<file path="config.mk">
export PLATFORM = sky130hd
export DESIGN_NAME = imm_gen_pipe_flat
export DESIGN_NICKNAME = d
export VERILOG_FILES = /design/src/rtl/imm_gen_pkg.sv /design/src/rtl/imm_gen_pipe_if.sv /design/src/rtl/imm_extract.sv /design/src/rtl/imm_gen_pipe.sv /design/src/flat_wrapper.sv
export SDC_FILE = /design/constraint.sdc
export NUM_CORES = 1
export LEC_CHECK = 0
export CAP_MARGIN = 20
export CORE_UTILIZATION = 51
export CTS_CLUSTER_SIZE = 28
export DETAILED_ROUTE_END_ITERATION = 10
export HOLD_SLACK_MARGIN = 0.03
export PLACE_DENSITY = 0.8
export SYNTH_ARGS = -nofsm -noshare
export SYNTH_HDL_FRONTEND = slang
export SYNTH_SLANG_ARGS = --single-unit
</file>
<file path="constraint.sdc">
create_clock -name clk -period 3.9 [get_ports clk]
set_input_delay 0.78 -clock clk [delete_from_list [all_inputs] [get_ports clk]]
set_output_delay 0.78 -clock clk [all_outputs]
set_load 0.05 [all_outputs]
</file>
<file path="src/rtl/imm_gen_pkg.sv">
// Shared opcodes, format codes and S2 flag payload for the immediate generator.
package imm_gen_pkg;

   localparam logic [6:0] OP_LOAD   = 7'b0000011;
   localparam logic [6:0] OP_FENCE  = 7'b0001111;
   localparam logic [6:0] OP_IMM    = 7'b0010011;
   localparam logic [6:0] OP_AUIPC  = 7'b0010111;
   localparam logic [6:0] OP_IMM_32 = 7'b0011011;
   localparam logic [6:0] OP_STORE  = 7'b0100011;
   localparam logic [6:0] OP_OP     = 7'b0110011;
   localparam logic [6:0] OP_LUI    = 7'b0110111;
   localparam logic [6:0] OP_OP_32  = 7'b0111011;
   localparam logic [6:0] OP_BRANCH = 7'b1100011;
   localparam logic [6:0] OP_JALR   = 7'b1100111;
   localparam logic [6:0] OP_JAL    = 7'b1101111;
   localparam logic [6:0] OP_SYSTEM = 7'b1110011;

   typedef enum logic [2:0] {
      FMT_NONE  = 3'd0,
      FMT_I     = 3'd1,
      FMT_S     = 3'd2,
      FMT_B     = 3'd3,
      FMT_U     = 3'd4,
      FMT_J     = 3'd5,
      FMT_SHAMT = 3'd6,
      FMT_CSR   = 3'd7
   } fmt_e;

   // Width-independent part of the S2 payload; imm/target/tag scale with parameters.
   typedef struct packed {
      fmt_e fmt;
      logic illegal;
   } s2_info_t;

endpackage

</file>
<file path="src/rtl/imm_gen_pipe_if.sv">
// Decode-side handshake bundle: instruction in, extended immediate and target out.
interface imm_gen_pipe_if #(
   parameter int XLEN  = 32,
   parameter int TAG_W = 4
) ();
   import imm_gen_pkg::*;

   logic             in_valid;
   logic             in_ready;
   logic [31:0]      in_inst;
   logic [XLEN-1:0]  in_pc;
   logic [TAG_W-1:0] in_tag;

   logic             out_valid;
   logic             out_ready;
   logic [XLEN-1:0]  out_imm;
   logic [XLEN-1:0]  out_target;
   fmt_e             out_fmt;
   logic             out_illegal;
   logic [TAG_W-1:0] out_tag;

   modport master (
      output in_valid, in_inst, in_pc, in_tag, out_ready,
      input  in_ready, out_valid, out_imm, out_target, out_fmt, out_illegal, out_tag
   );

   modport slave (
      input  in_valid, in_inst, in_pc, in_tag, out_ready,
      output in_ready, out_valid, out_imm, out_target, out_fmt, out_illegal, out_tag
   );
endinterface

</file>
<file path="src/rtl/imm_extract.sv">
// Combinational instruction-format decoder producing format, extended immediate and illegal flag.
// SYSTEM/CSR decoding is enabled by defining IMM_GEN_ZICSR_EN.
module imm_extract
   import imm_gen_pkg::*;
#(
   parameter int XLEN = 32
) (
   input  logic [31:0]     inst_i,
   output fmt_e            fmt_o,
   output logic [XLEN-1:0] imm_o,
   output logic            illegal_o
);

   logic [6:0]      opcode;
   logic [2:0]      funct3;
   logic            is_shift;
   logic [XLEN-1:0] imm_i, imm_s, imm_b, imm_u, imm_j, imm_sh, imm_sh5;

   assign opcode   = inst_i[6:0];
   assign funct3   = inst_i[14:12];
   assign is_shift = (funct3 == 3'b001) || (funct3 == 3'b101);

   // Size casts of signed operands sign-extend to XLEN for both legal widths.
   assign imm_i   = XLEN'($signed(inst_i[31:20]));
   assign imm_s   = XLEN'($signed({inst_i[31:25], inst_i[11:7]}));
   assign imm_b   = XLEN'($signed({inst_i[31], inst_i[7], inst_i[30:25], inst_i[11:8], 1'b0}));
   assign imm_u   = XLEN'($signed({inst_i[31:12], 12'b0}));
   assign imm_j   = XLEN'($signed({inst_i[31], inst_i[19:12], inst_i[20], inst_i[30:21], 1'b0}));
   assign imm_sh  = (XLEN == 64) ? XLEN'(inst_i[25:20]) : XLEN'(inst_i[24:20]);
   assign imm_sh5 = XLEN'(inst_i[24:20]);

`ifdef IMM_GEN_ZICSR_EN
   logic [XLEN-1:0] imm_uimm, imm_csr;
   assign imm_uimm = XLEN'(inst_i[19:15]);
   assign imm_csr  = XLEN'(inst_i[31:20]);
`endif

   always_comb begin
      // NOTE: every output gets a default before the case, so no path can infer a latch.
      fmt_o     = FMT_NONE;
      imm_o     = '0;
      illegal_o = 1'b0;
      case (opcode)
         OP_LOAD, OP_JALR: begin
            fmt_o = FMT_I;
            imm_o = imm_i;
         end
         OP_IMM: begin
            fmt_o = is_shift ? FMT_SHAMT : FMT_I;
            imm_o = is_shift ? imm_sh : imm_i;
         end
         OP_STORE: begin
            fmt_o = FMT_S;
            imm_o = imm_s;
         end
         OP_BRANCH: begin
            fmt_o = FMT_B;
            imm_o = imm_b;
         end
         OP_LUI, OP_AUIPC: begin
            fmt_o = FMT_U;
            imm_o = imm_u;
         end
         OP_JAL: begin
            fmt_o = FMT_J;
            imm_o = imm_j;
         end
         OP_IMM_32: begin
            if (XLEN == 64) begin
               fmt_o = is_shift ? FMT_SHAMT : FMT_I;
               imm_o = is_shift ? imm_sh5 : imm_i;
            end else begin
               illegal_o = 1'b1;
            end
         end
         OP_OP_32: illegal_o = (XLEN != 64);
         OP_OP, OP_FENCE: begin
         end
`ifdef IMM_GEN_ZICSR_EN
         OP_SYSTEM: begin
            if (funct3[2]) begin
               fmt_o = FMT_CSR;
               imm_o = imm_uimm;
            end else if (funct3 != 3'b000) begin
               fmt_o = FMT_CSR;
               imm_o = imm_csr;
            end
         end
`endif
         default: illegal_o = 1'b1;
      endcase
   end

endmodule

</file>
<file path="src/rtl/imm_gen_pipe.sv">
// Two-stage immediate generator: S1 holds the raw instruction, S2 the decoded result.
// Optional CSR decoding is controlled by the IMM_GEN_ZICSR_EN macro (see imm_extract).
module imm_gen_pipe
   import imm_gen_pkg::*;
#(
   parameter int XLEN  = 32,
   parameter int TAG_W = 4,
   parameter int CNT_W = 16
) (
   input  logic             clk,
   input  logic             rst_n,
   input  logic             flush,
   imm_gen_pipe_if.slave    bus,
   output logic [CNT_W-1:0] stat_illegal
);

   logic             s1_valid_q, s1_valid_d;
   logic [31:0]      s1_inst_q, s1_inst_d;
   logic [XLEN-1:0]  s1_pc_q, s1_pc_d;
   logic [TAG_W-1:0] s1_tag_q, s1_tag_d;

   logic             s2_valid_q, s2_valid_d;
   logic [XLEN-1:0]  s2_imm_q, s2_imm_d;
   logic [XLEN-1:0]  s2_target_q, s2_target_d;
   s2_info_t         s2_info_q, s2_info_d;
   logic [TAG_W-1:0] s2_tag_q, s2_tag_d;

   logic [CNT_W-1:0] stat_q, stat_d;

   fmt_e             dec_fmt;
   logic [XLEN-1:0]  dec_imm;
   logic             dec_illegal;

   logic s2_adv, s1_adv, in_ready, in_fire, s1_move, deliver;

   assign s2_adv   = !s2_valid_q | bus.out_ready;
   assign s1_adv   = !s1_valid_q | s2_adv;
   assign in_ready = rst_n & s1_adv & !flush;
   assign in_fire  = bus.in_valid & in_ready;
   assign s1_move  = s1_valid_q & s2_adv & !flush;
   assign deliver  = s2_valid_q & bus.out_ready;

   imm_extract #(.XLEN(XLEN)) u_extract (
      .inst_i    (s1_inst_q),
      .fmt_o     (dec_fmt),
      .imm_o     (dec_imm),
      .illegal_o (dec_illegal)
   );

   always_comb begin
      s1_valid_d  = s1_valid_q;
      s1_inst_d   = s1_inst_q;
      s1_pc_d     = s1_pc_q;
      s1_tag_d    = s1_tag_q;
      s2_valid_d  = s2_valid_q;
      s2_imm_d    = s2_imm_q;
      s2_target_d = s2_target_q;
      s2_info_d   = s2_info_q;
      s2_tag_d    = s2_tag_q;
      stat_d      = stat_q;

      if (in_fire) begin
         s1_inst_d = bus.in_inst;
         s1_pc_d   = bus.in_pc;
         s1_tag_d  = bus.in_tag;
      end
      if (flush)       s1_valid_d = 1'b0;
      else if (s1_adv) s1_valid_d = bus.in_valid;

      if (s1_move) begin
         s2_imm_d    = dec_imm;
         s2_target_d = s1_pc_q + dec_imm;
         s2_info_d   = '{fmt: dec_fmt, illegal: dec_illegal};
         s2_tag_d    = s1_tag_q;
      end
      if (flush)       s2_valid_d = 1'b0;
      else if (s2_adv) s2_valid_d = s1_valid_q;

      // A result handed over in a flush cycle still counts as delivered.
      if (deliver && s2_info_q.illegal && (stat_q != '1))
         stat_d = stat_q + CNT_W'(1);
   end

   always_ff @(posedge clk) begin
      if (!rst_n) begin
         s1_valid_q  <= 1'b0;
         s2_valid_q  <= 1'b0;
         s2_imm_q    <= '0;
         s2_target_q <= '0;
         s2_info_q   <= '0;
         s2_tag_q    <= '0;
         stat_q      <= '0;
      end else begin
         s1_valid_q  <= s1_valid_d;
         s2_valid_q  <= s2_valid_d;
         s2_imm_q    <= s2_imm_d;
         s2_target_q <= s2_target_d;
         s2_info_q   <= s2_info_d;
         s2_tag_q    <= s2_tag_d;
         stat_q      <= stat_d;
      end
   end

   // NOTE: S1 payload is never observed while s1_valid_q is low, so it needs no reset.
   always_ff @(posedge clk) begin
      s1_inst_q <= s1_inst_d;
      s1_pc_q   <= s1_pc_d;
      s1_tag_q  <= s1_tag_d;
   end

   assign bus.in_ready    = in_ready;
   assign bus.out_valid   = s2_valid_q;
   assign bus.out_imm     = s2_imm_q;
   assign bus.out_target  = s2_target_q;
   assign bus.out_fmt     = s2_info_q.fmt;
   assign bus.out_illegal = s2_info_q.illegal;
   assign bus.out_tag     = s2_tag_q;
   assign stat_illegal    = stat_q;

endmodule

</file>
<file path="src/flat_wrapper.sv">
// flat-port wrapper written by rule: the top's interface ports become plain ports
module imm_gen_pipe_flat import imm_gen_pkg::*;
#(
   parameter int XLEN  = 32,
   parameter int TAG_W = 4,
   parameter int CNT_W = 16
)
  (clk, rst_n, flush, stat_illegal, bus_in_valid, bus_in_inst, bus_in_pc, bus_in_tag, bus_out_ready, bus_in_ready, bus_out_valid, bus_out_imm, bus_out_target, bus_out_fmt, bus_out_illegal, bus_out_tag);
  imm_gen_pipe_if #(.XLEN(XLEN), .TAG_W(TAG_W)) bus_i ();
  input  logic clk;
  input  logic rst_n;
  input  logic flush;
  output logic [CNT_W-1:0] stat_illegal;
  input wire logic [$bits(bus_i.in_valid)-1:0] bus_in_valid;
  input wire logic [$bits(bus_i.in_inst)-1:0] bus_in_inst;
  input wire logic [$bits(bus_i.in_pc)-1:0] bus_in_pc;
  input wire logic [$bits(bus_i.in_tag)-1:0] bus_in_tag;
  input wire logic [$bits(bus_i.out_ready)-1:0] bus_out_ready;
  output wire logic [$bits(bus_i.in_ready)-1:0] bus_in_ready;
  output wire logic [$bits(bus_i.out_valid)-1:0] bus_out_valid;
  output wire logic [$bits(bus_i.out_imm)-1:0] bus_out_imm;
  output wire logic [$bits(bus_i.out_target)-1:0] bus_out_target;
  output wire logic [$bits(bus_i.out_fmt)-1:0] bus_out_fmt;
  output wire logic [$bits(bus_i.out_illegal)-1:0] bus_out_illegal;
  output wire logic [$bits(bus_i.out_tag)-1:0] bus_out_tag;
  assign bus_i.in_valid = bus_in_valid;
  assign bus_i.in_inst = bus_in_inst;
  assign bus_i.in_pc = bus_in_pc;
  assign bus_i.in_tag = bus_in_tag;
  assign bus_i.out_ready = bus_out_ready;
  assign bus_in_ready = bus_i.in_ready;
  assign bus_out_valid = bus_i.out_valid;
  assign bus_out_imm = bus_i.out_imm;
  assign bus_out_target = bus_i.out_target;
  assign bus_out_fmt = bus_i.out_fmt;
  assign bus_out_illegal = bus_i.out_illegal;
  assign bus_out_tag = bus_i.out_tag;
  imm_gen_pipe #(.XLEN(XLEN), .TAG_W(TAG_W), .CNT_W(CNT_W)) u_core (.clk(clk), .rst_n(rst_n), .flush(flush), .bus(bus_i), .stat_illegal(stat_illegal));
endmodule
</file>
==> results.sh <==
export IMPL_drc_errors=0
export IMPL_io_pins=163
export IMPL_synth_nets=872
export IMPL_postCtsHoldBufs=0
export IMPL_max_slew_margin=0.414
export IMPL_cp_slowest_cell="a22oi_1"
export IMPL_cp_arrival_ns=4.07
export IMPL_finalNetCount=1034
export IMPL_synth_area_sq_um=7450
export IMPL_coreArea_sq_um=14000
export IMPL_wirelength_microns=19300
export IMPL_start_kind="flop"
export IMPL_grt_pass1_vias=5880
export IMPL_post_place_ws_ns=0.118
export IMPL_worstSetupEndpointType="flop"
export IMPL_routedWlPerCell_microns=17.2
export IMPL_syn_inst=766
export IMPL_place_hpwl_microns=14000
export IMPL_grt_first_pass_wirelength_microns=30500
export IMPL_track_usage=0.267
export IMPL_gp_congestion=0.886
export IMPL_leakagePower_nw=3.75
export IMPL_max_cap_violations=0
export IMPL_insertion_delay_ns=0.42
export IMPL_status="complete, no violations"
export IMPL_yosysUniqueCellTypes=68
export IMPL_rsz0062_at_grt="no"
export IMPL_cts_buffer_depth=2
export IMPL_dr_pass1_iters=5
export IMPL_stdcell_count=1121
export IMPL_antenna_found_initial=0
export IMPL_final_max_slew_viol_count=0
export IMPL_multi_input_area_sq_um=3480
export IMPL_post_route_min_period_ns=3.71
export IMPL_start_util=0.531
export IMPL_async_flop_share=0
export IMPL_tns_ns=0
export IMPL_die_h_microns=123
export IMPL_crit_fanout=7
export IMPL_synth_edf_count=68
export IMPL_synth_avg_cell_area_sq_um=9.73
export IMPL_viasPerCell=5.68
export IMPL_ant_nets=0
export IMPL_min_path_type="flop to flop"
export IMPL_yosysWarnings=0
export IMPL_h_tree_depth=4
export IMPL_grt_max_degree=76
export IMPL_cts_tree="built"
export IMPL_rows=43
export IMPL_fin_ws_ns=0.190
export IMPL_drive_above_1_share=0.0733
export IMPL_synth_ff_type="dfxtp_1"
export IMPL_root_buffer="clkbuf_16"
export IMPL_hold_viol_final=0
export IMPL_crit_type="flop to flop"
export IMPL_die_area_sq_um=15100
export IMPL_overflow=0
export IMPL_diodes=0
export IMPL_cts_sinks=158
export IMPL_fp_dieW_microns=123
export IMPL_power_density_nw_per_um2=380
export IMPL_irDropWorstVdd_mv=0.322
export IMPL_finalCritPeriodShare=0.951
export IMPL_cp_cell_sequence="nor2b_1, nand3_1, nor3_1, buf_4, a22oi_1, inv_1, ha_1, a21o_1, a21oi_1, o211a_1, o21a_4, o211ai_1, and3_4, or4_1, a31oi_1"
export IMPL_place_inst=1087
export IMPL_synth_sequential_area_ratio=0.516
export IMPL_fin_util=0.705
export IMPL_slowest_delay_ns=0.51
export IMPL_fmax_mhz=270
export IMPL_clock_skew_ns=0.00715
export IMPL_critPathRequiredTime_ns=4.26
export IMPL_place_area_sq_um=9270
export IMPL_worst_slew_pin_slew_ns=0.877
export IMPL_num_vias=6366
export IMPL_area_delta_synth_final_pct=32.9
export IMPL_setup_violations=0
export IMPL_drt_iter0_markers=549
export IMPL_clk_pin_slew_ns=0.06
export IMPL_whs_ns=0.451
export IMPL_numCtsBuffers=17
export IMPL_ff_latch_area_sq_um=3840
export IMPL_final_area_sq_um=9900
export IMPL_fillers=1078
export IMPL_finalPower_mw=3.77
export IMPL_io_buffers=162
export IMPL_ys_ff_latch=158
## logic make-up (layout without fill, tap and decap cells)
| group | count (synthesis) | after routing | share of synthesized area |
|---|---|---|---|
| AOI/OAI and AO/OA | 222 | 222 | 0.192 |
| xor gates and xnor gates | 31 | 31 | 0.0364 |
| adders and majority gates | 33 | 33 | 0.0564 |
| buffers and inverters | 42 | 217 | 0.0247 |
| DFF | 158 | 158 | 0.516 |
| muxes | 2 | 2 | 0.00269 |
| and+or+nand+nor | 278 | 278 | 0.172 |
## repair_timing
| action | 4_1_cts | 5_1_grt |
|---|---|---|
| resized for setup | 0 | 11 |
| setup buffers | 0 | 2 |
| setup endpoints to repair | 0 | 15 |
## cell usage in the layout (no fill, tap or decap), drive strengths merged, types with 6 or more instances in the layout
cell,netlist,final
clkdlybuf4s50,0,161
nand2,130,130
a21oi,93,93
dfxtp,90,90
edfxtp,68,68
nor2,61,61
o21ai,35,35
ha,32,32
a21o,29,29
clkbuf,23,23
xnor2,19,19
nand3,16,16
inv,10,14
buf,8,13
xor2,12,12
and2,12,12
and3,11,11
nor3,8,8
o211ai,8,8
nand4,8,8
a31oi,8,8
o21a,8,8
a211oi,6,6
or3,6,6
## critical path, delay by kind of cell (launching register included)
family / cells / cell delay [ns]
compound gates: 7 / 1.64
simple gates: 5 / 1.01
flops: 1 / 0.41
fa+ha+maj: 1 / 0.30
buf+inv: 2 / 0.27
## registers in the layout, summed over array words and instances (netlist names)
name                    flops
u_core.bus.out_fmt          3
u_core.bus.out_illegal      1
u_core.bus.out_imm         32
u_core.bus.out_tag          4
u_core.bus.out_target      32
u_core.bus.out_valid        1
u_core.s1_inst_q           32
u_core.s1_pc_q             32
u_core.s1_tag_q             4
u_core.s1_valid_q           1
u_core.stat_illegal        16
## routing by layer
metal / GRT usage / wire length [microns] / vias to the layer above / part of all wire
met5: 0 / 0 / - / 0
met4: 0.101 / 369 / 0 / 0.019
met3: 0.0414 / 1440 / 29 / 0.074
met2: 0.403 / 8670 / 288 / 0.45
met1: 0.383 / 8820 / 2954 / 0.46
li1: - / - / 3095 / -
## cells in the mapped netlist, types with 3 or more instances
cell | count | area [sq um]
nand2_1 | 130 | 488
a21oi_1 | 93 | 465
dfxtp_1 | 90 | 1800
edfxtp_1 | 68 | 2040
nor2_1 | 61 | 229
o21ai_0 | 34 | 170
ha_1 | 32 | 400
a21o_1 | 29 | 218
clkbuf_1 | 22 | 82.6
xnor2_1 | 19 | 166
nand3_1 | 16 | 80.1
xor2_1 | 12 | 105
and2_1 | 11 | 68.8
and3_1 | 10 | 62.6
inv_1 | 10 | 37.5
nand4_1 | 8 | 50.1
nor3_1 | 8 | 40.0
o211ai_1 | 8 | 60.1
a31oi_1 | 7 | 43.8
o21a_1 | 7 | 52.6
a211oi_1 | 6 | 45.0
nor2b_1 | 5 | 31.3
or3_1 | 5 | 31.3
a22o_1 | 4 | 35.0
and4_1 | 4 | 35.0
buf_4 | 4 | 30.0
o21bai_1 | 4 | 30.0
buf_1 | 3 | 11.3
nand2b_1 | 3 | 18.8
o311ai_0 | 3 | 26.3
## power breakdown
group / switching [mW] / leakage, nW / internal (mW)
Clock: 0.660 / 0.287 / 0.950
Sequential: 0.0307 / 1.35 / 1.78
Combinational: 0.194 / 2.11 / 0.154
## final timing paths
| path | startpoint | endpoint | slack [ns] | depth (start not counted) |
|---|---|---|---|---|
| worst max register to register | u_core.s1_inst_q[5] | u_core.bus.out_target[29] | 0.19 | 15 |
| worst max-delay path | u_core.s1_inst_q[5] | u_core.bus.out_target[29] | 0.19 | 15 |
| worst min register to register | u_core.bus.out_target[7] | u_core.bus.out_target[7] | 0.45 | 2 |
| worst min-delay path | u_core.bus.out_target[7] | u_core.bus.out_target[7] | 0.45 | 2 |
## cell type report
| type | instances | area share |
|---|---|---|
| sequential | 158 | 0.388 |
| multi-input combinational | 566 | 0.351 |
| tap | 180 | 0.0227 |
| clock buffer | 23 | 0.0494 |
| inverter | 11 | 0.00417 |
| timing repair buffer | 174 | 0.176 |
| clock inverter | 9 | 0.00809 |
Power figures use the tool's default switching activity.
